[config.mk]
export PLATFORM = sky130hd
export DESIGN_NAME = pipeline_hazard_controller_flat
export DESIGN_NICKNAME = d
export VERILOG_FILES = /design/src/rtl/pipeline_hazard_controller_if.sv /design/src/rtl/pipeline_hazard_controller.sv /design/src/flat_wrapper.sv
export SDC_FILE = /design/constraint.sdc
export NUM_CORES = 1
export LEC_CHECK = 0
export CAP_MARGIN = 20
export CORE_MARGIN = 3
export CORE_UTILIZATION = 31
export CTS_CLUSTER_DIAMETER = 200
export DETAILED_ROUTE_END_ITERATION = 10
export GPL_TIMING_DRIVEN = 0
export HOLD_SLACK_MARGIN = 0.03
export PLACE_DENSITY = 0.71
export SETUP_SLACK_MARGIN = 0.1
export SYNTH_ARGS = -nofsm -noshare
export SYNTH_HDL_FRONTEND = slang
export SYNTH_SLANG_ARGS = --single-unit
[constraint.sdc]
create_clock -name clk -period 1.09 [get_ports clk]
set_clock_uncertainty 0.15 [all_clocks]
set_input_delay 0.109 -clock clk [delete_from_list [all_inputs] [get_ports clk]]
set_output_delay 0.109 -clock clk [all_outputs]
set_load 0.03 [all_outputs]
[src/rtl/pipeline_hazard_controller_if.sv]
// Pipeline hazard controller bus: the pipeline-side request signals and the
// stall / flush / redirect controls returned by the controller.
// master = pipeline datapath side, slave = hazard controller side.
interface pipeline_hazard_controller_if #(
  parameter int RW = 5,
  parameter int AW = 32
);
  // Requests from the pipeline
  logic          ID_EX_MEMread;
  logic [RW-1:0] ID_EX_Rd;
  logic [RW-1:0] IF_ID_RsA;
  logic [RW-1:0] IF_ID_RsB;
  logic [AW-1:0] New_PC_add;
  logic          branch;

  // Controls back to the pipeline
  logic          PC_stall;
  logic          IF_ID_stall;
  logic          IF_ID_flush;
  logic          ID_EX_flush;
  logic [AW-1:0] PC_add;
  logic          PC_redirect;

  modport master (
    output ID_EX_MEMread, ID_EX_Rd, IF_ID_RsA, IF_ID_RsB, New_PC_add, branch,
    input  PC_stall, IF_ID_stall, IF_ID_flush, ID_EX_flush, PC_add, PC_redirect
  );

  modport slave (
    input  ID_EX_MEMread, ID_EX_Rd, IF_ID_RsA, IF_ID_RsB, New_PC_add, branch,
    output PC_stall, IF_ID_stall, IF_ID_flush, ID_EX_flush, PC_add, PC_redirect
  );
endinterface

[src/rtl/pipeline_hazard_controller.sv]
// Load-use stall and taken-branch flush controller for a 5-stage pipeline.
// A load whose destination feeds the instruction in decode holds PC and
// IF_ID for LOAD_LAT cycles while bubbling ID_EX; a taken branch redirects
// the PC and bubbles IF_ID for FLUSH_CYC cycles. Branches win over stalls.
// Optional feature: define HAZARD_STATS_EN to add saturating 16-bit
// stall_cnt / flush_cnt statistics outputs.
module pipeline_hazard_controller #(
  parameter int RW        = 5,
  parameter int AW        = 32,
  parameter int LOAD_LAT  = 1,
  parameter int FLUSH_CYC = 1
) (
  input  logic clk,
  input  logic rst,
  pipeline_hazard_controller_if.slave bus
`ifdef HAZARD_STATS_EN
  ,
  output logic [15:0] stall_cnt,
  output logic [15:0] flush_cnt
`endif
);

  typedef enum logic [1:0] {
    IDLE  = 2'd0,
    STALL = 2'd1,
    FLUSH = 2'd2
  } state_t;

  // Counter preload values: the first stall/flush cycle happens in the cycle
  // that detects the event, so the counter covers the remaining N-1 cycles
  // and exits when it reads zero.
  localparam logic [1:0] LOAD_INIT  = (LOAD_LAT  > 1) ? 2'(LOAD_LAT  - 2) : 2'd0;
  localparam logic [1:0] FLUSH_INIT = (FLUSH_CYC > 1) ? 2'(FLUSH_CYC - 2) : 2'd0;

  state_t        state, state_nxt;
  logic [1:0]    cnt, cnt_nxt;
  logic [AW-1:0] pc_hold, pc_hold_nxt;

  logic          hz;
  logic          pc_stall;
  logic          if_id_stall;
  logic          if_id_flush;
  logic          id_ex_flush;
  logic          pc_redirect;
  logic [AW-1:0] pc_add;

  // Load-use hazard: register 0 is hardwired zero and never a real producer.
  assign hz = bus.ID_EX_MEMread
            & (bus.ID_EX_Rd != '0)
            & ((bus.ID_EX_Rd == bus.IF_ID_RsA) | (bus.ID_EX_Rd == bus.IF_ID_RsB));

  // Next-state and output decode; branch first, then the current state.
  always_comb begin
    // NOTE: every signal written here gets a default first, so no path can
    // leave one unassigned and infer a latch.
    state_nxt   = state;
    cnt_nxt     = cnt;
    pc_hold_nxt = pc_hold;
    pc_stall    = 1'b0;
    if_id_stall = 1'b0;
    if_id_flush = 1'b0;
    id_ex_flush = 1'b0;
    pc_redirect = 1'b0;
    pc_add      = pc_hold;

    if (rst) begin
      // Outputs stay quiet for the whole reset window.
      pc_add      = '0;
      state_nxt   = IDLE;
      cnt_nxt     = 2'd0;
      pc_hold_nxt = '0;
    end else if (bus.branch) begin
      // Taken branch: redirect now, bubble both front stages, drop any stall.
      if_id_flush = 1'b1;
      id_ex_flush = 1'b1;
      pc_redirect = 1'b1;
      pc_add      = bus.New_PC_add;
      pc_hold_nxt = bus.New_PC_add;
      if (FLUSH_CYC > 1) begin
        cnt_nxt   = FLUSH_INIT;
        state_nxt = FLUSH;
      end else begin
        cnt_nxt   = 2'd0;
        state_nxt = IDLE;
      end
    end else begin
      unique case (state)
        IDLE: begin
          if (hz) begin
            pc_stall    = 1'b1;
            if_id_stall = 1'b1;
            id_ex_flush = 1'b1;
            if (LOAD_LAT > 1) begin
              cnt_nxt   = LOAD_INIT;
              state_nxt = STALL;
            end
          end
        end

        STALL: begin
          // Remaining load-latency cycles; hz is not re-evaluated here.
          pc_stall    = 1'b1;
          if_id_stall = 1'b1;
          id_ex_flush = 1'b1;
          if (cnt == 2'd0) state_nxt = IDLE;
          else             cnt_nxt   = cnt - 2'd1;
        end

        FLUSH: begin
          // Wrong-path fetches still arriving: bubble IF_ID only.
          if_id_flush = 1'b1;
          if (cnt == 2'd0) state_nxt = IDLE;
          else             cnt_nxt   = cnt - 2'd1;
        end

        default: begin
          state_nxt = IDLE;
          cnt_nxt   = 2'd0;
        end
      endcase
    end
  end

  // State, counter and redirect-target registers with synchronous reset.
  always_ff @(posedge clk) begin
    // NOTE: sequential state uses non-blocking assignments so every register
    // samples pre-edge values regardless of statement order.
    if (rst) begin
      state   <= IDLE;
      cnt     <= 2'd0;
      pc_hold <= '0;
    end else begin
      state   <= state_nxt;
      cnt     <= cnt_nxt;
      pc_hold <= pc_hold_nxt;
    end
  end

  assign bus.PC_stall    = pc_stall;
  assign bus.IF_ID_stall = if_id_stall;
  assign bus.IF_ID_flush = if_id_flush;
  assign bus.ID_EX_flush = id_ex_flush;
  assign bus.PC_redirect = pc_redirect;
  assign bus.PC_add      = pc_add;

`ifdef HAZARD_STATS_EN
  // Saturating event counters: stalled cycles and branch cycles.
  always_ff @(posedge clk) begin
    if (rst) begin
      stall_cnt <= 16'd0;
      flush_cnt <= 16'd0;
    end else begin
      if (pc_stall && (stall_cnt != 16'hFFFF)) stall_cnt <= stall_cnt + 16'd1;
      if (bus.branch && (flush_cnt != 16'hFFFF)) flush_cnt <= flush_cnt + 16'd1;
    end
  end
`endif

endmodule

[src/flat_wrapper.sv]
// flat-port wrapper written by rule: the top's interface ports become plain ports
module pipeline_hazard_controller_flat 
#(
  parameter int RW        = 5,
  parameter int AW        = 32,
  parameter int LOAD_LAT  = 1,
  parameter int FLUSH_CYC = 1
)
  (clk, rst, bus_ID_EX_MEMread, bus_ID_EX_Rd, bus_IF_ID_RsA, bus_IF_ID_RsB, bus_New_PC_add, bus_branch, bus_PC_stall, bus_IF_ID_stall, bus_IF_ID_flush, bus_ID_EX_flush, bus_PC_add, bus_PC_redirect);
  pipeline_hazard_controller_if #(.RW(RW), .AW(AW)) bus_i ();
  input  logic clk;
  input  logic rst;
  input wire logic [$bits(bus_i.ID_EX_MEMread)-1:0] bus_ID_EX_MEMread;
  input wire logic [$bits(bus_i.ID_EX_Rd)-1:0] bus_ID_EX_Rd;
  input wire logic [$bits(bus_i.IF_ID_RsA)-1:0] bus_IF_ID_RsA;
  input wire logic [$bits(bus_i.IF_ID_RsB)-1:0] bus_IF_ID_RsB;
  input wire logic [$bits(bus_i.New_PC_add)-1:0] bus_New_PC_add;
  input wire logic [$bits(bus_i.branch)-1:0] bus_branch;
  output wire logic [$bits(bus_i.PC_stall)-1:0] bus_PC_stall;
  output wire logic [$bits(bus_i.IF_ID_stall)-1:0] bus_IF_ID_stall;
  output wire logic [$bits(bus_i.IF_ID_flush)-1:0] bus_IF_ID_flush;
  output wire logic [$bits(bus_i.ID_EX_flush)-1:0] bus_ID_EX_flush;
  output wire logic [$bits(bus_i.PC_add)-1:0] bus_PC_add;
  output wire logic [$bits(bus_i.PC_redirect)-1:0] bus_PC_redirect;
  assign bus_i.ID_EX_MEMread = bus_ID_EX_MEMread;
  assign bus_i.ID_EX_Rd = bus_ID_EX_Rd;
  assign bus_i.IF_ID_RsA = bus_IF_ID_RsA;
  assign bus_i.IF_ID_RsB = bus_IF_ID_RsB;
  assign bus_i.New_PC_add = bus_New_PC_add;
  assign bus_i.branch = bus_branch;
  assign bus_PC_stall = bus_i.PC_stall;
  assign bus_IF_ID_stall = bus_i.IF_ID_stall;
  assign bus_IF_ID_flush = bus_i.IF_ID_flush;
  assign bus_ID_EX_flush = bus_i.ID_EX_flush;
  assign bus_PC_add = bus_i.PC_add;
  assign bus_PC_redirect = bus_i.PC_redirect;
  pipeline_hazard_controller #(.RW(RW), .AW(AW), .LOAD_LAT(LOAD_LAT), .FLUSH_CYC(FLUSH_CYC)) u_core (.clk(clk), .rst(rst), .bus(bus_i));
endmodule
=== Yosys cells after proc, flatten, opt, wreduce, memory -nomap -nowiden ===
Index checks and enable logic that the tools add are counted.

* Register bits after elaboration: 36
* Input bits: 51
* Logic and storage cells: 38

* Add/sub/neg operators: 1
* Equality and inequality tests: 6
* Muxes and demuxes: 17
* Bitwise logic cells: 4
* Reductions and logical operators: 7

{| class="wikitable"
|+ Operator list
! kind !! count
|-
| $mux 32 || 2
|-
| $eq 5x5->1 || 2
|-
| $mux 1 || 10
|-
| $pmux 2 s2 || 2
|-
| $reduce_bool 5->1 || 1
|-
| $logic_not 2->1 || 2
|-
| $mux 2 || 2
|-
| $reduce_and 2->1 || 2
|-
| $reduce_or 2->1 || 2
|-
| $and 1x1->1 || 2
|-
| $eq 2x1->1 const B || 1
|-
| $eq 2x2->1 const B || 1
|-
| $ne 2x1->1 const B || 1
|-
| $ne 2x2->1 const B || 1
|-
| $pmux 1 s2 || 1
|-
| $sub 2x1->2 const B || 1
|-
| $not 1->1 || 1
|-
| $or 1x1->1 || 1
|}

=== Logic depth before layout (Yosys ltp) ===
Gate-level depths: netlist (run 1).

* Depth after elaboration: 7
* Mapped depth: 5

=== Worst setup path before layout (run 1) ===
OpenSTA, ideal clock, no wires.

* Path kind: input to output
* Start: in bus_ID_EX_Rd[2]
* End: out bus_PC_stall
* Arrival time: 1.579 ns
* Data required time: 0.831 ns
* Path slack: -0.748 ns
* Stages on the path: 5
* Path buffers: 1
* Cell sequence: xor2_1 > nor3_1 > a22oi_1 > nor3_1 > buf_4

* Longest elaborated chain between the ends: 7
* Elaborated cells between the ends (all ways): 10
* Those cells by class: eq/ne: 2; mux: 4; bitwise: 3; reduce/logical: 1

{| class="wikitable"
|+ Ends and longest elaborated chain
! what !! RTL line !! text
|-
| start: declaration || flat_wrapper.sv:14 || <nowiki>input wire logic [$bits(bus_i.ID_EX_Rd)-1:0] bus_ID_EX_Rd;</nowiki>
|-
| $eq 5x5->1 or $reduce_bool 5->1 (tied branches) || pipeline_hazard_controller.sv:50, pipeline_hazard_controller.sv:49 ||
|-
| $or 1x1->1 or $and 1x1->1 (tied branches) || pipeline_hazard_controller.sv:50, pipeline_hazard_controller.sv:49 ||
|-
| $and 1x1->1 * || pipeline_hazard_controller.sv:50 || <nowiki>& ((bus.ID_EX_Rd == bus.IF_ID_RsA) | (bus.ID_EX_Rd == bus.IF_ID_RsB));</nowiki>
|-
| $mux 1 * || n/a ||
|-
| $pmux 1 s2 * || n/a ||
|-
| $mux 1 * (2 in a row) || n/a ||
|-
| end: declaration || flat_wrapper.sv:19 || <nowiki>output wire logic [$bits(bus_i.PC_stall)-1:0] bus_PC_stall;</nowiki>
|}

Mark *: on every way between the ends. The rest lies on a longest branch, timed or not.

=== Worst setup path after layout (run 1) ===
* Start: in bus_ID_EX_Rd[2]
* End: out bus_PC_stall

* Longest elaborated chain between the ends: 7
* Elaborated cells between the ends (all ways): 10
* Those cells by class: eq/ne: 2; mux: 4; bitwise: 3; reduce/logical: 1

{| class="wikitable"
|+ Ends and longest elaborated chain
! what !! RTL line !! text
|-
| $eq 5x5->1 or $reduce_bool 5->1 (tied branches) || pipeline_hazard_controller.sv:50, pipeline_hazard_controller.sv:49 ||
|-
| $or 1x1->1 or $and 1x1->1 (tied branches) || pipeline_hazard_controller.sv:50, pipeline_hazard_controller.sv:49 ||
|-
| $and 1x1->1 * || pipeline_hazard_controller.sv:50 ||
|-
| $mux 1 * || pipeline_hazard_controller.sv:89 || <nowiki>if (hz) begin</nowiki>
|-
| $pmux 1 s2 * || pipeline_hazard_controller.sv:87 || <nowiki>unique case (state)</nowiki>
|-
| $mux 1 * || pipeline_hazard_controller.sv:72 || <nowiki>end else if (bus.branch) begin</nowiki>
|-
| $mux 1 * || pipeline_hazard_controller.sv:66 || <nowiki>if (rst) begin</nowiki>
|}

Marked as above.

==> metrics.cfg, run 1 <==
[sta]
timing.final.ws_setup_ps=-388
period_share=1.36
hold_viol_final=1
slew_headroom=0.834
whs_ps=-10.3
layout_min_cycle_time_ps=1480
tightestPinTransition_ps=249
setup-tns-final_ps=-4780
fmax_mhz=676
rsz0062_at_grt=yes
report.final.slew_viol_count=0
setup_viol_count_final=35

[floorplan]
coreArea_mm2=0.00385
row_count=22
die_height_um=70.7
die_w_um=70.7
dieArea_mm2=0.00499
floorplan.initialDensity=0.336
io_pins=88

[finish]
final_common_cell=buf_6
fin_nets=274
antenna-diode-count=0
regMostFlops=u_core.pc_hold
fill_cells=235
postLayoutCellArea_mm2=0.00314
multiInputGateArea_mm2=0.00125
largest_reg_flops=32
ff_latch_area_um2=678
drive_above_1_share=0.732
synthToLayoutAreaGrowth_pct=142
reg_top3=u_core.pc_hold: 32 flops
final_cell_mix=buf_6, mux2i_4, nor2_4, dfxtp_2, clkdlybuf4s50_1

[clocking]
cts_made_buffers=5
clockBufferDepth=2
tritoncts=built
h-tree-depth=2
cts_sinks=32
clkLatencyLatePin_ps=280
clkTransAtPathRegs_ps=70
cts_root_buf=clkbuf_8

[routing]
drc=0
wl_per_cell_um=14.7
wl_met2_um=2220
route.met3.wl_um=329
route.antenna.remaining_nets=0
drt_wl_total_um=4000
first_pass_iters=4
drtIter0Drc=13
routed_via_density=4.49
routed-via-count=1222
wl_met1_um=1400
routed.top_layer=met4

[worst_setup_path]
reg2reg_depth=3
crit_start=bus_ID_EX_Rd[2]
crit_type=primary input to output port
cp-end-kind=output port
reg2reg_to=u_core.pc_hold[13]
path_max_fanout=2
r2r-start=u_core.pc_hold[13]
critPathCapture=bus_PC_stall
startpoint_type=primary input
required_ps=830
cp_data_arrival_time_ps=1220
rrSetupSlack_ps=170

[synthesis]
netlist_instances=127
yosys_warnings=0
avgSynthCellArea_um2=10.2
synth.distinct_cells=13
synth_area_leader_cell=dfxtp_1
syn_area_mm2=0.00130
synth_seq_area_share=0.494
synthTopCellsByArea=dfxtp_1, mux2i_1, nor2_1
yosys.area.top_type_share=0.494
syn_nets=178
ys_ff_latch=32

[run]
drv_cap=0

[grt]
grt_pass1_wl_um=6620
grt_max_degree=11
grt_overflow=0
grt_pass1_vias=1378
track_usage=0.168
antenna_found_initial=0

[power_and_ir_drop]
vdd_drop_max_mv=0.846
leakage_uw=0.00121
powerDensity_mw_per_mm2=1120

[place]
dpl-instance-area_mm2=0.00281
dp.final_hpwl_um=3050
port_buffers=85
pre_cts_slack_ps=-1270
routabilityCongestion=0.775

[min_path]
min_path_type=primary input to register
worst_hold_startpoint=bus_branch

[outcome]
run_status=finished, violations left
failed_checks=hold timing, setup timing

[report_power, final]
part           switching, uW  leakage, uW  internal, uW
registers               47.3     0.000275          1250
logic                    526     0.000877           580
clock network            418    0.0000552           678
[logic make-up (layout without fill, tap and decap cells)]
| kind of cell | count (synthesis) | in the layout | synth area share |
|---|---|---|---|
| simple gates | 40 | 40 | 0.128 |
| compound gates | 3 | 3 | 0.0183 |
| buf+inv | 10 | 107 | 0.0444 |
| mux | 32 | 32 | 0.247 |
| flops | 32 | 32 | 0.494 |
| xor+xnor | 10 | 10 | 0.0676 |
[area by class of cell]
type | instances | share of cell area
multi-input cells | 85 | 0.399
repair buffers | 89 | 0.286
flip-flops and latches | 32 | 0.216
plain buffers | 10 | 0.0462
clock buffers | 6 | 0.0231
well taps | 48 | 0.0191
clock inverters | 2 | 0.0112
[stage by stage]
| stage | hold WS [ps] | std cells | util | total power [uW] |
|---|---|---|---|---|
| after detailed placement | 295 | 260 | 0.730 | 2320 |
| final | -10.3 | 272 | 0.815 | 3500 |
| after global placement | 291 | 260 | 0.730 | 2310 |
| after CTS | 5.93 | 271 | 0.788 | 3500 |
| after global routing | 1.07 | 272 | 0.815 | 3650 |
| after floorplan | 256 | 127 | - | 1930 |
[worst max-delay path, stage by stage]
cell and delay [ps]:
buf_8 90, or4_4 530, o21ai_4 170, nor3_4 70
buf_6 120, buf_6 120
[Yosys cell counts]
master,count
nor3_1,3
o21bai_1,1
buf_4,5
buf_2,1
clkbuf_1,4
nor2b_1,2
dfxtp_1,32
xor2_1,10
a22oi_1,1
or4_4,1
mux2i_1,32
o21ai_2,1
nor2_1,34
[worst min path at each step]
stage          cells past startpoint                  to
6_report                           3   u_core.pc_hold[0]
3_3_place_gp                       3  u_core.pc_hold[31]
2_1_floorplan                      2  u_core.pc_hold[11]
5_1_grt                            3   u_core.pc_hold[0]
3_5_place_dp                       2  u_core.pc_hold[31]
4_1_cts                            3   u_core.pc_hold[0]
[what timing repair did]
action,in CTS,in global routing
resized for setup,328,25
setup buffers,3,1
endpoints found under the hold margin,1,1
pin swaps,17,6
endpoints found under the setup margin,37,36
[layer usage]
metal | vias to the layer above | track usage
met5 | - | 0
met4 | 0 | 0.0438
met3 | 6 | 0.0653
met2 | 44 | 0.307
met1 | 554 | 0.182
li1 | 618 | -
Note: power is estimated with default switching activity, not from simulation.
==> run 2, diff against run 1 <==
- SKIP_LAST_GASP: not set -> 1
==> results of run 2 <==
Same layout as run 1: the final DEF is identical, and so are final timing and power.
==> run 3, diff against run 2 <==
- CAP_MARGIN: 20 -> not set
- CORE_UTILIZATION: 31 -> 25
- PLACE_DENSITY: 0.71 -> 0.56
- clock period: 1.09 -> 1.7 ns (I/O delays scaled with it)
==> metrics.cfg, run 3 (synthesis gave the netlist of run 1 again) <==
[routing]
route.antenna.remaining_nets=0  ; unchanged
first_pass_iters=4  ; unchanged
wl_per_cell_um=12.8  ; was 14.7 um
routed_via_density=4.12  ; was 4.49
drt_wl_total_um=3660  ; was 4000 um
drc=0  ; unchanged
drtIter0Drc=10  ; was 13
routed-via-count=1182  ; was 1222

[grt]
antenna_found_initial=0  ; unchanged
grt_max_degree=11  ; unchanged
grt_pass1_vias=1219  ; was 1378
track_usage=0.123  ; was 0.168
grt_overflow=0  ; unchanged
grt_pass1_wl_um=5860  ; was 6620 um

[clocking]
clockBufferDepth=2  ; unchanged
cts_root_buf=clkbuf_8  ; unchanged
cts_setup_buffers=0  ; was 3
cts_made_buffers=5  ; unchanged
hold_buffers=0
clkLatencyLatePin_ps=270  ; was 280 ps
cts_sinks=32  ; unchanged
clkTransAtPathRegs_ps=60  ; was 70 ps
h-tree-depth=2  ; unchanged
tritoncts=built  ; unchanged

[finish]
synthToLayoutAreaGrowth_pct=73.0  ; was 142%
reg_top3=u_core.pc_hold: 32 flops  ; unchanged
antenna-diode-count=0  ; unchanged
regMostFlops=u_core.pc_hold  ; unchanged
largest_reg_flops=32  ; unchanged
fin_nets=270  ; was 274
fin_cells=287  ; was 272
final_cell_mix=nor2_1, clkdlybuf4s50_1, mux2i_1, dfxtp_1, clkbuf_2  ; was buf_6, mux2i_4, nor2_4, dfxtp_2, clkdlybuf4s50_1
final_common_cell=nor2_1  ; was buf_6
drive_above_1_share=0.227  ; was 0.732
fill_cells=500  ; was 235
postLayoutCellArea_mm2=0.00224  ; was 0.00314 mm^2

[sta]
setup_viol_count_final=0  ; was 35
slew_headroom=0.780  ; was 0.834
setup-tns-final_ps=0  ; was -4780 ps
layout_min_cycle_time_ps=1610
report.final.slew_viol_count=0  ; unchanged
tightestPinTransition_ps=331  ; was 249 ps
timing.final.ws_setup_ps=85.1  ; was -388 ps
hold_viol_final=0  ; was 1
fmax_mhz=619
period_share=0.950
rsz0062_at_grt=yes  ; unchanged
whs_ps=62.0  ; was -10.3 ps

[power_and_ir_drop]
leakage_uw=0.00108  ; was 0.00121 uW
seqPwrFrac=0.441  ; was 0.371
powerDensity_mw_per_mm2=814  ; was 1120 mW/mm^2
vdd_drop_max_mv=0.531  ; was 0.846 mV
combPwrFrac=0.235  ; was 0.316
p_sw_frac=0.275  ; was 0.283
p_clk_frac=0.323  ; was 0.313
p_int_uw=1320  ; was 2510 uW
power.switching_uw=501  ; was 991 uW

[floorplan]
die_height_um=78.0  ; was 70.7 um
dieArea_mm2=0.00608  ; was 0.00499 mm^2
io_pins=88  ; unchanged
row_count=25  ; was 22
die_w_um=78.0  ; was 70.7 um
floorplan.initialDensity=0.266  ; was 0.336
coreArea_mm2=0.00488  ; was 0.00385 mm^2

[place]
port_buffers=85  ; unchanged
dp.cells=279  ; was 260
routabilityCongestion=0.854  ; was 0.775
dp.final_hpwl_um=2890  ; was 3050 um
pre_cts_slack_ps=-816  ; was -1270 ps
dpl-instance-area_mm2=0.00224  ; was 0.00281 mm^2

[outcome]
run_status=finished, final reports clean  ; was finished, violations left

[worst_setup_path]
cp-end-kind=output port  ; unchanged
crit_path_frequent_cell=buf_6  ; unchanged
crit_type=primary input to output port  ; unchanged
max_stage_delay_ps=540  ; was 530 ps
path_max_fanout=3  ; was 2
startpoint_type=primary input  ; unchanged
cp_data_arrival_time_ps=1290  ; was 1220 ps
path_cells=buf_6 -> or4_4 -> o21ai_4 -> nor3_4 -> buf_4 -> buf_6  ; was buf_8 -> or4_4 -> o21ai_4 -> nor3_4 -> buf_6 -> buf_6
required_ps=1380  ; was 830 ps
slowest_stage=or4_4  ; unchanged

[min_path]
min_path_type=primary input to register  ; unchanged

[run]
drv_cap=0  ; unchanged

## run 3: cell types whose count changed in the layout (fill, tap and decap cells not counted), sizes merged
| cell | change |
|---|---|
| buf | -41 |
| bufinv | -1 |
| clkbuf | +23 |
| clkdlybuf4s15 | +4 |
| clkdlybuf4s50 | +4 |
| clkinv | -1 |
| dlygate4sd2 | +12 |
| dlymetal6s2s | -4 |
## run 3: worst max-delay path: cells and delay by family
kind / cells / cell delay [ps]
simple gates: 2 / 590
buf+inv: 3 / 360
compound gates: 1 / 170
## run 3: path summary, 6_finish.rpt
path / start / to / slack [ps] / cells after the start
min reg2reg: u_core.pc_hold[17] / u_core.pc_hold[17] / 350 / 2
max reg2reg: u_core.pc_hold[21] / u_core.pc_hold[21] / 930 / 2
max: bus_ID_EX_Rd[3] / bus_PC_stall / 90 / 6
min: rst / u_core.pc_hold[30] / 60 / 2
## run 3: stage by stage
stage                     power (uW)   util
after global placement          1290  0.459
after CTS                       1860  0.469
after detailed placement        1290  0.459
after global routing            1920  0.459
after floorplan                 1050      -
final                           1820  0.459
## run 3: per-layer routing
metal / vias up / routed length, um / track usage / share of wire
met4: 0 / 77 / 0.0629 / 0.021
met1: 526 / 1460 / 0.138 / 0.40
met2: 51 / 1850 / 0.208 / 0.50
met5: - / 0 / 0 / 0
met3: 5 / 273 / 0.0383 / 0.075
li1: 600 / - / - / -
## run 3: what timing repair did
action | in CTS | in global routing
pin swaps | 12 | 9
gates resized for setup | 88 | 57
endpoints found under the setup margin | 37 | 34
cloned | 0 | 0
## run 3: power groups by stage
| stage | clock network, uW | logic (uW) | registers (uW) |
|---|---|---|---|
| floorplan | 0 | 235 | 819 |
| global placement | 0 | 466 | 820 |
| detailed placement | 0 | 471 | 822 |
| CTS | 616 | 434 | 805 |
| global route | 651 | 461 | 808 |
| finish | 590 | 430 | 805 |
## run 3: area by class of cell
| cell class | count | area [um^2] | share of cell area |
|---|---|---|---|
| buffer | 10 | 66.3 | 0.0296 |
| clock buffer | 8 | 90.1 | 0.0402 |
| multi-input combinational | 85 | 639 | 0.285 |
| sequential | 32 | 641 | 0.286 |
| tap | 67 | 83.8 | 0.0374 |
| timing repair buffer | 85 | 722 | 0.322 |
